### config.mk
export PLATFORM = sky130hd
export DESIGN_NAME = intr_ctrl
export DESIGN_NICKNAME = d
export VERILOG_FILES = /design/src/rtl/intr_pkg.sv /design/src/rtl/intr_sync_edge.sv /design/src/rtl/intr_ctrl.sv
export SDC_FILE = /design/constraint.sdc
export NUM_CORES = 1
export LEC_CHECK = 0
export CAP_MARGIN = 0
export CORE_ASPECT_RATIO = 2
export CORE_MARGIN = 5
export CORE_UTILIZATION = 40
export DETAILED_ROUTE_END_ITERATION = 7
export HOLD_SLACK_MARGIN = 0.06
export PLACE_DENSITY_LB_ADDON = 0.3
export SETUP_SLACK_MARGIN = 0.2
export SLEW_MARGIN = 20
export SYNTH_ARGS = -nofsm -noshare
export SYNTH_HDL_FRONTEND = slang
export SYNTH_SLANG_ARGS = --single-unit
### constraint.sdc
create_clock -name CLK -period 3.21 [get_ports CLK]
set_input_delay 0.642 -clock CLK [delete_from_list [all_inputs] [get_ports CLK]]
set_output_delay 0.642 -clock CLK [all_outputs]
set_load 0.02 [all_outputs]
### src/rtl/intr_pkg.sv
// ---------------------------------------------------------------------------
// intr_pkg
//   Shared definitions for the interrupt controller: register offsets,
//   claim/EOI state encoding, and the fixed-priority encoder used to pick
//   the source presented to the CU FSM.
// ---------------------------------------------------------------------------
package intr_pkg;

    // Width of a source ID (enough for up to 31 sources)
    localparam int ID_W   = 5;
    // Width of the vector accepted by the priority encoder
    localparam int PRIO_W = 32;

    // Register byte offsets on the MMIO data port
    localparam logic [3:0] INTR_OFF_ENABLE   = 4'h0;
    localparam logic [3:0] INTR_OFF_PENDING  = 4'h4;
    localparam logic [3:0] INTR_OFF_EDGE_SEL = 4'h8;
    localparam logic [3:0] INTR_OFF_CLAIM    = 4'hC;

    // Only address bits [3:2] select a register; these are the word indices
    localparam logic [1:0] REG_IDX_ENABLE   = INTR_OFF_ENABLE[3:2];
    localparam logic [1:0] REG_IDX_PENDING  = INTR_OFF_PENDING[3:2];
    localparam logic [1:0] REG_IDX_EDGE_SEL = INTR_OFF_EDGE_SEL[3:2];
    localparam logic [1:0] REG_IDX_CLAIM    = INTR_OFF_CLAIM[3:2];

    // Claim/EOI state: IDLE = free to claim, BUSY = claimed, awaiting EOI
    typedef enum logic [0:0] {
        ST_IDLE = 1'b0,
        ST_BUSY = 1'b1
    } intr_state_e;

    // Result of the priority encoder
    typedef struct packed {
        logic            valid;
        logic [ID_W-1:0] id;
    } prio_t;

    // Fixed priority: lowest set index wins. Scanning from the top down and
    // overwriting means the last hit (the lowest index) is what remains.
    function automatic prio_t prio_enc(input logic [PRIO_W-1:0] vec);
        prio_t res;
        res.valid = 1'b0;
        res.id    = {ID_W{1'b0}};
        for (int i = PRIO_W - 1; i >= 0; i--) begin
            if (vec[i]) begin
                res.valid = 1'b1;
                res.id    = i[ID_W-1:0];
            end else begin
                res = res;
            end
        end
        return res;
    endfunction

endpackage

### src/rtl/intr_sync_edge.sv
// ---------------------------------------------------------------------------
// intr_sync_edge
//   One interrupt input: SYNC_STAGES-deep synchroniser followed by a single
//   flop rising-edge detector.
// Ports
//   CLK        in  system clock
//   RST        in  synchronous active-low reset
//   irq_in     in  asynchronous external line
//   level      out synchronised level (last synchroniser flop)
//   rise_pulse out one-cycle pulse on a synchronised 0->1
// ---------------------------------------------------------------------------
module intr_sync_edge #(
    parameter int SYNC_STAGES = 2
) (
    input  logic CLK,
    input  logic RST,
    input  logic irq_in,
    output logic level,
    output logic rise_pulse
);

    logic [SYNC_STAGES-1:0] sync_q;
    logic [SYNC_STAGES-1:0] sync_d;
    logic                   prev_q;
    logic                   prev_d;

    // Next-state for the shift chain and the edge-detector history flop
    always_comb begin
        sync_d = {sync_q[SYNC_STAGES-2:0], irq_in};
        prev_d = sync_q[SYNC_STAGES-1];
    end

    // Synchroniser and edge-history registers
    always_ff @(posedge CLK) begin
        if (!RST) begin
            sync_q <= {SYNC_STAGES{1'b0}};
            prev_q <= 1'b0;
        end else begin
            sync_q <= sync_d;
            prev_q <= prev_d;
        end
    end

    assign level      = sync_q[SYNC_STAGES-1];
    assign rise_pulse = sync_q[SYNC_STAGES-1] & ~prev_q;

endmodule

### src/rtl/intr_ctrl.sv
// ---------------------------------------------------------------------------
// intr_ctrl
//   Interrupt controller in front of the multicycle CU FSM. Synchronises
//   N_SRC lines, tracks pending state per source (edge or level), selects the
//   lowest-index enabled pending source and raises INTR. The CU answers with
//   INT_TAKEN; software ends service with a write to CLAIM (EOI).
// Ports
//   CLK, RST   clock / synchronous active-low reset
//   IRQ_IN     asynchronous interrupt lines
//   INT_TAKEN  one-cycle pulse from the CU: interrupt state entered
//   BUS_ADDR   register byte offset ([3:2] decoded)
//   BUS_WDATA  write data
//   BUS_WE     write strobe
//   BUS_RE     read strobe
//   BUS_RDATA  registered read data, held until the next read
//   INTR       request to the CU
//   IRQ_ID     ID of the source in service (valid while BUSY)
//   BUSY       a source is claimed and awaiting EOI
// Registers: 0x0 ENABLE, 0x4 PENDING (W1C, edge only), 0x8 EDGE_SEL,
//            0xC CLAIM (read {BUSY,0,IRQ_ID}, any write = EOI)
// ---------------------------------------------------------------------------
module intr_ctrl
    import intr_pkg::*;
#(
    parameter int N_SRC       = 8,
    parameter int SYNC_STAGES = 2
) (
    input  logic             CLK,
    input  logic             RST,
    input  logic [N_SRC-1:0] IRQ_IN,
    input  logic             INT_TAKEN,
    input  logic [3:0]       BUS_ADDR,
    input  logic [31:0]      BUS_WDATA,
    input  logic             BUS_WE,
    input  logic             BUS_RE,
    output logic [31:0]      BUS_RDATA,
    output logic             INTR,
    output logic [ID_W-1:0]  IRQ_ID,
    output logic             BUSY
);

    // Register state
    logic [N_SRC-1:0] enable_q,    enable_d;
    logic [N_SRC-1:0] edge_sel_q,  edge_sel_d;
    logic [N_SRC-1:0] pend_edge_q, pend_edge_d;
    logic [ID_W-1:0]  irq_id_q,    irq_id_d;
    logic [31:0]      rdata_q,     rdata_d;
    intr_state_e      state_q,     state_d;

    // Combinational helpers
    logic [N_SRC-1:0] level_s;
    logic [N_SRC-1:0] rise_s;
    logic [N_SRC-1:0] pending_s;
    logic [N_SRC-1:0] cand_s;
    logic [N_SRC-1:0] w1c_mask_s;
    logic [N_SRC-1:0] claim_mask_s;
    logic [PRIO_W-1:0] cand_ext_s;
    prio_t            win_s;
    logic [1:0]       reg_idx_s;
    logic             wr_enable_s;
    logic             wr_pending_s;
    logic             wr_edge_sel_s;
    logic             eoi_s;
    logic             claim_s;
    logic             unused_bits_s;

    // Address bits below the word index and data bits above the source
    // count carry no meaning.
    assign unused_bits_s = &{1'b0, BUS_ADDR[1:0], BUS_WDATA[31:N_SRC]};

    // Per-source input conditioning
    for (genvar g = 0; g < N_SRC; g++) begin : g_src
        intr_sync_edge #(
            .SYNC_STAGES (SYNC_STAGES)
        ) u_sync_edge (
            .CLK        (CLK),
            .RST        (RST),
            .irq_in     (IRQ_IN[g]),
            .level      (level_s[g]),
            .rise_pulse (rise_s[g])
        );
    end

    // Bus decode, visible pending vector and winner selection
    always_comb begin
        reg_idx_s     = BUS_ADDR[3:2];
        wr_enable_s   = BUS_WE & (reg_idx_s == REG_IDX_ENABLE);
        wr_pending_s  = BUS_WE & (reg_idx_s == REG_IDX_PENDING);
        wr_edge_sel_s = BUS_WE & (reg_idx_s == REG_IDX_EDGE_SEL);
        eoi_s         = BUS_WE & (reg_idx_s == REG_IDX_CLAIM);

        // Level sources mirror the synchronised line; edge sources use the latch
        pending_s  = (edge_sel_q & pend_edge_q) | (~edge_sel_q & level_s);
        cand_s     = pending_s & enable_q;
        cand_ext_s = {PRIO_W{1'b0}};
        cand_ext_s[N_SRC-1:0] = cand_s;
        win_s      = prio_enc(cand_ext_s);

        // A claim is accepted when idle, or when an EOI frees the slot in
        // the same cycle (EOI is applied first, then the new claim).
        claim_s = INT_TAKEN & win_s.valid & ((state_q == ST_IDLE) | eoi_s);

        w1c_mask_s = wr_pending_s ? BUS_WDATA[N_SRC-1:0] : {N_SRC{1'b0}};
        for (int i = 0; i < N_SRC; i++) begin
            claim_mask_s[i] = claim_s & (win_s.id == i[ID_W-1:0]);
        end
    end

    // Register-file and edge-pending next state; a new rise beats any clear
    always_comb begin
        enable_d    = wr_enable_s   ? BUS_WDATA[N_SRC-1:0] : enable_q;
        edge_sel_d  = wr_edge_sel_s ? BUS_WDATA[N_SRC-1:0] : edge_sel_q;
        // Masking with edge_sel keeps the latch empty for level sources, so
        // switching a source to edge mode never exposes a stale bit.
        pend_edge_d = edge_sel_q &
                      (rise_s | (pend_edge_q & ~w1c_mask_s & ~claim_mask_s));
    end

    // Claim/EOI state machine next state
    always_comb begin
        state_d  = state_q;
        irq_id_d = irq_id_q;
        case (state_q)
            ST_IDLE: begin
                if (claim_s) begin
                    state_d  = ST_BUSY;
                    irq_id_d = win_s.id;
                end else begin
                    state_d  = ST_IDLE;
                end
            end
            ST_BUSY: begin
                if (claim_s) begin
                    state_d  = ST_BUSY;
                    irq_id_d = win_s.id;
                end else if (eoi_s) begin
                    state_d  = ST_IDLE;
                end else begin
                    state_d  = ST_BUSY;
                end
            end
            default: begin
                state_d  = ST_IDLE;
            end
        endcase
    end

    // Read data mux; samples pre-write register values
    always_comb begin
        rdata_d = rdata_q;
        if (BUS_RE) begin
            rdata_d = 32'h0000_0000;
            case (reg_idx_s)
                REG_IDX_ENABLE:   rdata_d[N_SRC-1:0] = enable_q;
                REG_IDX_PENDING:  rdata_d[N_SRC-1:0] = pending_s;
                REG_IDX_EDGE_SEL: rdata_d[N_SRC-1:0] = edge_sel_q;
                REG_IDX_CLAIM:    rdata_d = {(state_q == ST_BUSY), 26'd0, irq_id_q};
                default:          rdata_d = 32'h0000_0000;
            endcase
        end else begin
            rdata_d = rdata_q;
        end
    end

    // State registers
    always_ff @(posedge CLK) begin
        if (!RST) begin
            enable_q    <= {N_SRC{1'b0}};
            edge_sel_q  <= {N_SRC{1'b0}};
            pend_edge_q <= {N_SRC{1'b0}};
            irq_id_q    <= {ID_W{1'b0}};
            rdata_q     <= 32'h0000_0000;
            state_q     <= ST_IDLE;
        end else begin
            enable_q    <= enable_d;
            edge_sel_q  <= edge_sel_d;
            pend_edge_q <= pend_edge_d;
            irq_id_q    <= irq_id_d;
            rdata_q     <= rdata_d;
            state_q     <= state_d;
        end
    end

    assign BUS_RDATA = rdata_q;
    assign BUSY      = (state_q == ST_BUSY);
    assign IRQ_ID    = irq_id_q;
    // Request is a pure function of registers so the CU sees a clean level
    assign INTR      = (|cand_s) & (state_q == ST_IDLE);

endmodule

==> metrics.cfg, run 1 <==
[sta]
max_freq_ghz=0.383
slew_viol_final=0
setup_viol_count_final=0
final_hold_viol_count=0
rsz0062_at_grt=false
setup_tns_ps=0
post-route-period-util_pct=81.3
period_minus_slack_ps=2610
tightest_slew_ps=901
fin_worst_skew_ps=4.84
slew_headroom_pct=39.9

[yosys]
ys_seq_area_share_pct=42.6
synth-seq-cells=61
synth.area.top_cells=dfxtp_1, buf_4, mux2i_1
syn-cell-area_um2=2870
synth_commonest_cells=dfxtp_1, nor2_1, buf_4
post-synth-top-count-cell=dfxtp_1
avgSynthCellArea_um2=9.01
synth-async-reset-ratio_pct=0
syn_inst=318
synth_area_leader_cell=dfxtp_1
synth_flop_cell=dfxtp_1
ys_warn_count=0
synth-edff-count=0
synth.distinct_cells=46
synth_top_area_share_pct=42.6

[cts]
clock_path_buffers=2
ctsRootBufferMaster=clkbuf_16
cts_tree=built
h-tree-depth=3
insertion_delay_ps=330
path_clk_slew_ps=50
cts_buffers=9
clock_sink_count=61
ctsHoldBuffers=0

[critical_path]
start_kind=register
ff2ff_path_depth=6
worstPathArrival_ps=1970
r2r_end=pend_edge_q[6]$_SDFF_PN0_
cpPeakStageDelay_ps=420
critPathKind=register to primary output
path_max_fanout=6
regToRegSetupSlack_ps=1390
setup.worst_path.end=INTR
critPathRequiredTime_ps=2570
cp_num_cells=5
path_delay_family=flip-flops
slowest_stage=dfxtp_1
r2r_start=edge_sel_q[4]$_SDFFE_PN0P_
path_cells=mux2_4 -> a22oi_4 -> nand4_1 -> nor2b_1 -> dlymetal6s2s_1
startpoint=edge_sel_q[0]$_SDFFE_PN0P_
endpoint_kind=primary output
path_buf_inv=1

[run]
maxCapViolCount=0

[floorplanning]
rows=43
dieWidth_um=69.9
start_util_pct=41.0
dieArea_um2=9060
die_h_um=130
core_area_um2=6990
ioPinCount=88

[global_routing]
antenna_found_initial=0
grt_first_pass_wirelength_mm=10.5
grt_max_degree=35
first_global_vias=2189
grtUsageTotal_pct=15.2
grt_overflow=0

[power]
ir_drop_mv=0.309
leakage_nw=1.44
pwr_density_cell_nw_per_um2=571

[layout]
fin_util_pct=51.1
final_nets=406
drive_above_1_share_pct=12.2
diodes=0
areaGrowthSynthToFinish_pct=24.7

[drt]
vias_per_cell=5.06
drc_errors=0
detail_route.wl_per_cell_um=14.8
drt_first_pass_iters=6
routed-via-count=2289
drtAntennaViolNets=0
drt_iter0_markers=141
drt_wl_total_mm=6.70

[status]
status=complete, no violations

[placement]
hpwl_mm=4.63
port_buffers=36
gp_congestion=0.824

[min_path]
hold_path.class=register to register

worst min path at each step:
stage | startpoint | to | slack [ps] | depth (start not counted)
global placement | g_src[3].u_sync_edge.sync_q[0]$_SDFF_PN0_ | g_src[3].u_sync_edge.sync_q[1]$_SDFF_PN0_ | 410 | 1
floorplan | g_src[0].u_sync_edge.sync_q[0]$_SDFF_PN0_ | g_src[0].u_sync_edge.sync_q[1]$_SDFF_PN0_ | 410 | 1
global route | g_src[7].u_sync_edge.sync_q[0]$_SDFF_PN0_ | g_src[7].u_sync_edge.sync_q[1]$_SDFF_PN0_ | 440 | 1
CTS | g_src[7].u_sync_edge.sync_q[0]$_SDFF_PN0_ | g_src[7].u_sync_edge.sync_q[1]$_SDFF_PN0_ | 430 | 1
detailed placement | g_src[7].u_sync_edge.sync_q[0]$_SDFF_PN0_ | g_src[7].u_sync_edge.sync_q[1]$_SDFF_PN0_ | 420 | 1
finish | g_src[3].u_sync_edge.sync_q[0]$_SDFF_PN0_ | g_src[3].u_sync_edge.sync_q[1]$_SDFF_PN0_ | 430 | 1
flip-flops by register name, indices dropped and copies added, names as in the netlist:
register	flops
BUS_RDATA	9
IRQ_ID	3
BUSY	1
pend_edge_q	8
g_src.u_sync_edge.sync_q	16
edge_sel_q	8
enable_q	8
g_src.u_sync_edge.prev_q	8
worst reg2reg max path, delay by kind of cell (launching register included):
family                 cells  cell delay (ps)
AOI/OAI and AO/OA          3              690
DFF                        1              400
muxes                      1              340
buffers and inverters      1              150
and+or+nand+nor            1              100
logic make-up (layout without fill, tap and decap cells):
kind of cell | Yosys count | after routing | synth area share [%]
multiplexers | 24 | 24 | 9.17
AND/OR/NAND/NOR | 114 | 114 | 20.7
buffers and inverters | 55 | 75 | 10.9
flip-flops | 61 | 61 | 42.6
AO/OA/AOI/OAI | 63 | 63 | 16.5
other | 1 | 25 | 0.131
through the flow:
stage	setup WS, ps	cells	cell area [µm²]	hold slack [ps]	power [mW]
finish	600	452	3570	427	2.04
global route	507	452	3570	438	2.11
CTS	246	452	3570	431	2.06
detailed placement	601	436	3250	419	1.02
global placement	605	436	3250	414	1.01
floorplan	1170	342	2960	412	0.962
per-layer routing:
metal,GRT usage (%),wire length [µm],vias up
li1,-,-,1121
met1,14.8,2520,1083
met2,27.9,3570,73
met3,3.70,383,12
met4,10.3,228,0
met5,0,0,-
cells in the final DEF, fill, tap and decap left out, types with 2 or more instances in the layout:
master,instances
dfxtp_1,61
clkdlybuf4s50_1,35
nor2_1,30
conb_1,25
nand2_1,24
and2_1,24
a21oi_1,21
mux2i_1,18
buf_4,11
inv_1,10
nand2b_1,10
clkbuf_16,9
nor2b_1,7
o21ai_1,7
nand4_1,6
o221ai_1,5
mux2_4,4
o211ai_1,4
a31oi_1,4
a211oi_1,3
nor3_1,3
mux2_2,2
a22oi_2,2
inv_2,2
nand3_2,2
a21o_1,2
o311ai_1,2
nand4b_1,2
a32oi_1,2
clkbuf_8,2
clkinv_2,2
bufinv_16,2
report_power, final:
group          internal, mW  switching (mW)
Sequential            0.784          0.0173
Combinational        0.0843           0.114
Clock                 0.718           0.324
Total                  1.59           0.456
final cells by class:
type                       count  area (µm²)
fill                         700        3420
multi-input combinational    226        1420
sequential                    61        1220
timing repair buffer          47         445
clock buffer                  12         256
tap                           90         113
clock inverter                 4        70.1
inverter                      12        45.0
timing repair:
item | 4_1_cts | 5_1_grt
setup buffers | 0 | 0
resized for setup | 0 | 1
endpoints found under the setup margin | 0 | 1
No activity file was read; power rests on OpenSTA's default activity.
==> run 2: changes to the inputs <==
- clock period: 3.21 -> 2.5 ns (I/O delays scaled with it)
==> run 2 against run 1 <==
Compared with the run above: register-to-register slack got worse by 660 ps; first-iteration DRC count is 12% lower; critical path depth did not move; flip-flop and latch count is the same; clock-buffer cell count increased by 1; worst setup slack got worse by 350 ps; largest cell class unchanged.
==> metrics.cfg, run 2 (synthesis results as in run 1) <==
[power]
p_sw_mw=0.568
leakage_nw=1.46
pwr_density_cell_nw_per_um2=676
cellInternalPower_mw=1.90
ir_drop_mv=0.362
pwr-share-clk_pct=47.4
p_seq_share_pct=41.8
p_total_mw=2.47
swShare_pct=23.1
power_frac_comb_pct=10.8

[sta]
slew_viol_final=0
fin_worst_skew_ps=3.83
tightest_slew_ps=676
setup_tns_ps=0
post-route-period-util_pct=89.8
max_freq_ghz=0.445
rsz0062_at_grt=false
period_minus_slack_ps=2250
setup_viol_count_final=0
worst_slack_ps=254
final_hold_viol_count=0
slew_headroom_pct=54.8

[placement]
port_buffers=36
gp_congestion=0.842
pre_cts_ws_ps=125
dp.cells=444
hpwl_mm=4.88

[cts]
ctsRootBufferMaster=clkbuf_16
path_clk_slew_ps=50
clock_sink_count=61
h-tree-depth=3
cts_setup_buffers=0
cts_buffers=9
clock_path_buffers=2
cts_tree=built
insertion_delay_ps=320
ctsHoldBuffers=0

[drt]
drtAntennaViolNets=0
routed-via-count=2292
detail_route.wl_per_cell_um=14.2
drt_wl_total_mm=6.55
drt_first_pass_iters=5
drc_errors=0
drt_iter0_markers=124
vias_per_cell=4.98

[floorplanning]
ioPinCount=88
core_area_um2=6990
rows=43
dieArea_um2=9060
die_h_um=130
start_util_pct=41.0
dieWidth_um=69.9

[layout]
layout_common_cells=dfxtp_1, clkdlybuf4s50_1, nor2_1, conb_1
fin_util_pct=52.2
instances_no_fill=460
areaGrowthSynthToFinish_pct=27.3
largest_reg_flops=16
drive_above_1_share_pct=17.0
diodes=0
final_nets=414
top_register=g_src.u_sync_edge.sync_q
final_common_cell=dfxtp_1

[global_routing]
antenna_found_initial=0
grt_first_pass_wirelength_mm=10.7
grt_max_degree=32
grtUsageTotal_pct=15.0
grt_overflow=0
first_global_vias=2267

[critical_path]
worstPathArrival_ps=1750
start_kind=register
critPathRequiredTime_ps=2000
critPathKind=register to primary output
endpoint_kind=primary output
path_max_fanout=5
regToRegSetupSlack_ps=730

[run]
maxCapViolCount=0

[status]
status=complete, no violations

[min_path]
hold_path.class=register to register

## run 2: per-stage QoR
| stage | area, µm² | hold slack, ps |
|---|---|---|
| finish | 3650 | 431 |
| global route | 3650 | 449 |
| CTS | 3630 | 431 |
| detailed placement | 3330 | 419 |
| global placement | 3330 | 414 |
| floorplan | 2960 | 412 |
## run 2: timing repair
action | in CTS | in global routing
setup endpoints to repair | 1 | 1
resized for setup | 8 | 7
pin swaps | 1 | 4
## run 2: area by class of cell
class | instances | area (µm²)
multi-input combinational | 226 | 1440
clock inverter | 3 | 17.5
clock buffer | 13 | 280
timing repair buffer | 55 | 523
sequential | 61 | 1230
inverter | 12 | 45.0
fill | 671 | 3340
tap | 90 | 113
## run 2: worst paths after layout
check                                                                  to  depth (start not counted)                                 startpoint
worst min register to register  g_src[2].u_sync_edge.sync_q[1]$_SDFF_PN0_                          1  g_src[2].u_sync_edge.sync_q[0]$_SDFF_PN0_
worst max register to register                  pend_edge_q[5]$_SDFF_PN0_                          5                 edge_sel_q[6]$_SDFFE_PN0P_
worst min-delay path            g_src[2].u_sync_edge.sync_q[1]$_SDFF_PN0_                          1  g_src[2].u_sync_edge.sync_q[0]$_SDFF_PN0_
worst max-delay path                                                 INTR                          5                 edge_sel_q[1]$_SDFFE_PN0P_
## run 2: power by group through the flow
stage / combinational, mW / clock, mW / sequential, mW
after floorplan: 0.182 / 0 / 1.05
after global placement: 0.264 / 0 / 1.05
after detailed placement: 0.266 / 0 / 1.05
after CTS: 0.268 / 1.20 / 1.03
after global routing: 0.290 / 1.25 / 1.03
final: 0.267 / 1.17 / 1.03
## run 2: critical path, cell delays in order (launching register included)
cell	delay (ps)
dfxtp_2	350
mux2_2	380
a22oi_4	160
nand4_1	200
nor2b_1	180
buf_2	160
## run 2: routing by layer
metal  vias up  routed length, µm  share of wire (%)  GRT usage, %
met5         -                  0                  0             0
met4         0                157                2.4          8.24
met3        11                332                5.1          2.78
met2        73               3510                 54          28.0
met1      1071               2550                 39          15.7
li1       1137                  -                  -             -
==> run 3: changes to the inputs <==
- CAP_MARGIN: 0 -> default
- PLACE_DENSITY_LB_ADDON: 0.3 -> 0.1
==> run 3 against run 2 <==
Compared with the run above: sequential power hardly changed; die area stayed put; clock skew hardly changed; sequential share of layout area is 0.30 points lower; register-to-register slack worse by 120 ps; non-clock buffer count is 5 higher; critical path type unchanged; critical endpoint unchanged; largest power group unchanged; highest routed layer unchanged.
==> metrics.cfg, run 3 (synthesis results as in run 1) <==
[drt]
drt_wl_total_mm=6.90
drt_iter0_markers=85
routed-via-count=2254
drc_errors=0
detail_route.wl_per_cell_um=14.9
vias_per_cell=4.88
drtAntennaViolNets=0
drt_first_pass_iters=4

[sta]
slew_viol_final=0
max_freq_ghz=0.456
setup_viol_count_final=0
holdWs_ps=429
post-route-period-util_pct=87.8
rsz0062_at_grt=false
slew_headroom_pct=58.6
period_minus_slack_ps=2190
tightest_slew_ps=618
worst_slack_ps=305
setup_tns_ps=0
final_hold_viol_count=0
fin_worst_skew_ps=4.01

[cts]
clock_sink_count=61
clock_path_buffers=2
h-tree-depth=3
ctsHoldBuffers=0
cts_tree=built
path_clk_slew_ps=50
insertion_delay_ps=320
cts_buffers=9
ctsRootBufferMaster=clkbuf_16

[global_routing]
grt_max_degree=35
grt_overflow=0
antenna_found_initial=0
first_global_vias=2187
grt_first_pass_wirelength_mm=10.9
grtUsageTotal_pct=15.9

[floorplanning]
die_h_um=130
core_area_um2=6990
ioPinCount=88
start_util_pct=41.0
dieWidth_um=69.9
rows=43
dieArea_um2=9060

[layout]
final_common_cell=dfxtp_1
seq_area_um2=1230
diodes=0
final_nets=419
fin_area_um2=3680
top_register=g_src.u_sync_edge.sync_q
multi_input_area_um2=1450
fillers=682
areaGrowthSynthToFinish_pct=28.3
drive_above_1_share_pct=17.2
largest_reg_flops=16
layout_common_cells=dfxtp_1, clkdlybuf4s50_1, nor2_1, conb_1

[critical_path]
path_max_fanout=3
endpoint_kind=primary output
critPathKind=register to primary output
start_kind=register
critPathRequiredTime_ps=2000
worstPathArrival_ps=1690

[power]
power_frac_comb_pct=10.9
pwr-share-clk_pct=47.7
leakage_nw=1.48
ir_drop_mv=0.539
p_total_mw=2.49
pwr_density_cell_nw_per_um2=677
cellInternalPower_mw=1.93
p_sw_mw=0.559
p_seq_share_pct=41.4
swShare_pct=22.4

[placement]
hpwl_mm=5.09
pre_cts_ws_ps=130
dpl_cell_area_um2=3350
port_buffers=36
gp_congestion=0.836

[run]
maxCapViolCount=0

[min_path]
hold_path.class=register to register

[status]
status=complete, no violations

-- run 3: cell types whose count changed in the layout (fill, tap and decap cells not counted), sizes merged --
cell / change
clkinv: -1
buf: +5
bufinv: +1
clkbuf: -2
clkinvlp: -1
-- run 3: layer usage --
layer | track usage, % | vias to the layer above | share of wire, %
li1 | - | 1150 | -
met1 | 16.5 | 1044 | 39
met2 | 29.3 | 49 | 54
met3 | 3.78 | 11 | 4.4
met4 | 8.01 | 0 | 2.6
met5 | 0 | - | 0
-- run 3: power by group through the flow --
stage	clock network [mW]	logic, mW	registers [mW]
global placement	0	0.267	1.05
CTS	1.22	0.271	1.03
floorplan	0	0.182	1.05
detailed placement	0	0.270	1.05
finish	1.19	0.272	1.03
global route	1.27	0.296	1.03
-- run 3: worst paths after layout --
path                                                   from                                   endpoint  slack, ps  cells past startpoint
setup / recovery                 edge_sel_q[7]$_SDFFE_PN0P_                                       INTR        310                      5
hold / removal    g_src[4].u_sync_edge.sync_q[0]$_SDFF_PN0_  g_src[4].u_sync_edge.sync_q[1]$_SDFF_PN0_        430                      1
setup reg to reg                 edge_sel_q[6]$_SDFFE_PN0P_                  pend_edge_q[5]$_SDFF_PN0_        610                      6
hold reg to reg   g_src[4].u_sync_edge.sync_q[0]$_SDFF_PN0_  g_src[4].u_sync_edge.sync_q[1]$_SDFF_PN0_        430                      1
-- run 3: worst max-delay path, cell delays in order (launching register included) --
cell and delay, ps:
dfxtp_1 360, mux2_2 380, a2bb2oi_4 150, nand4_1 150
nor2b_1 170, buf_2 160
-- run 3: layout make-up --
cell class | instances | share of cell area [%]
Clock buffer | 11 | 6.87
Inverter | 12 | 1.22
Clock inverter | 2 | 0.952
Timing Repair Buffer | 60 | 14.9
Tap cell | 90 | 3.06
Multi-Input combinational cell | 226 | 39.5
Sequential cell | 61 | 33.5
-- run 3: metrics by stage --
step	std cells	util [%]
floorplan	342	-
global placement	448	47.9
detailed placement	448	47.9
CTS	461	52.1
global route	462	52.6
finish	462	52.6
-- run 3: repair_timing --
action / in CTS / in global routing
buffers inserted: 0 / 1
pin swaps: 1 / 1
gates resized for setup: 10 / 6
setup endpoints to repair: 1 / 1
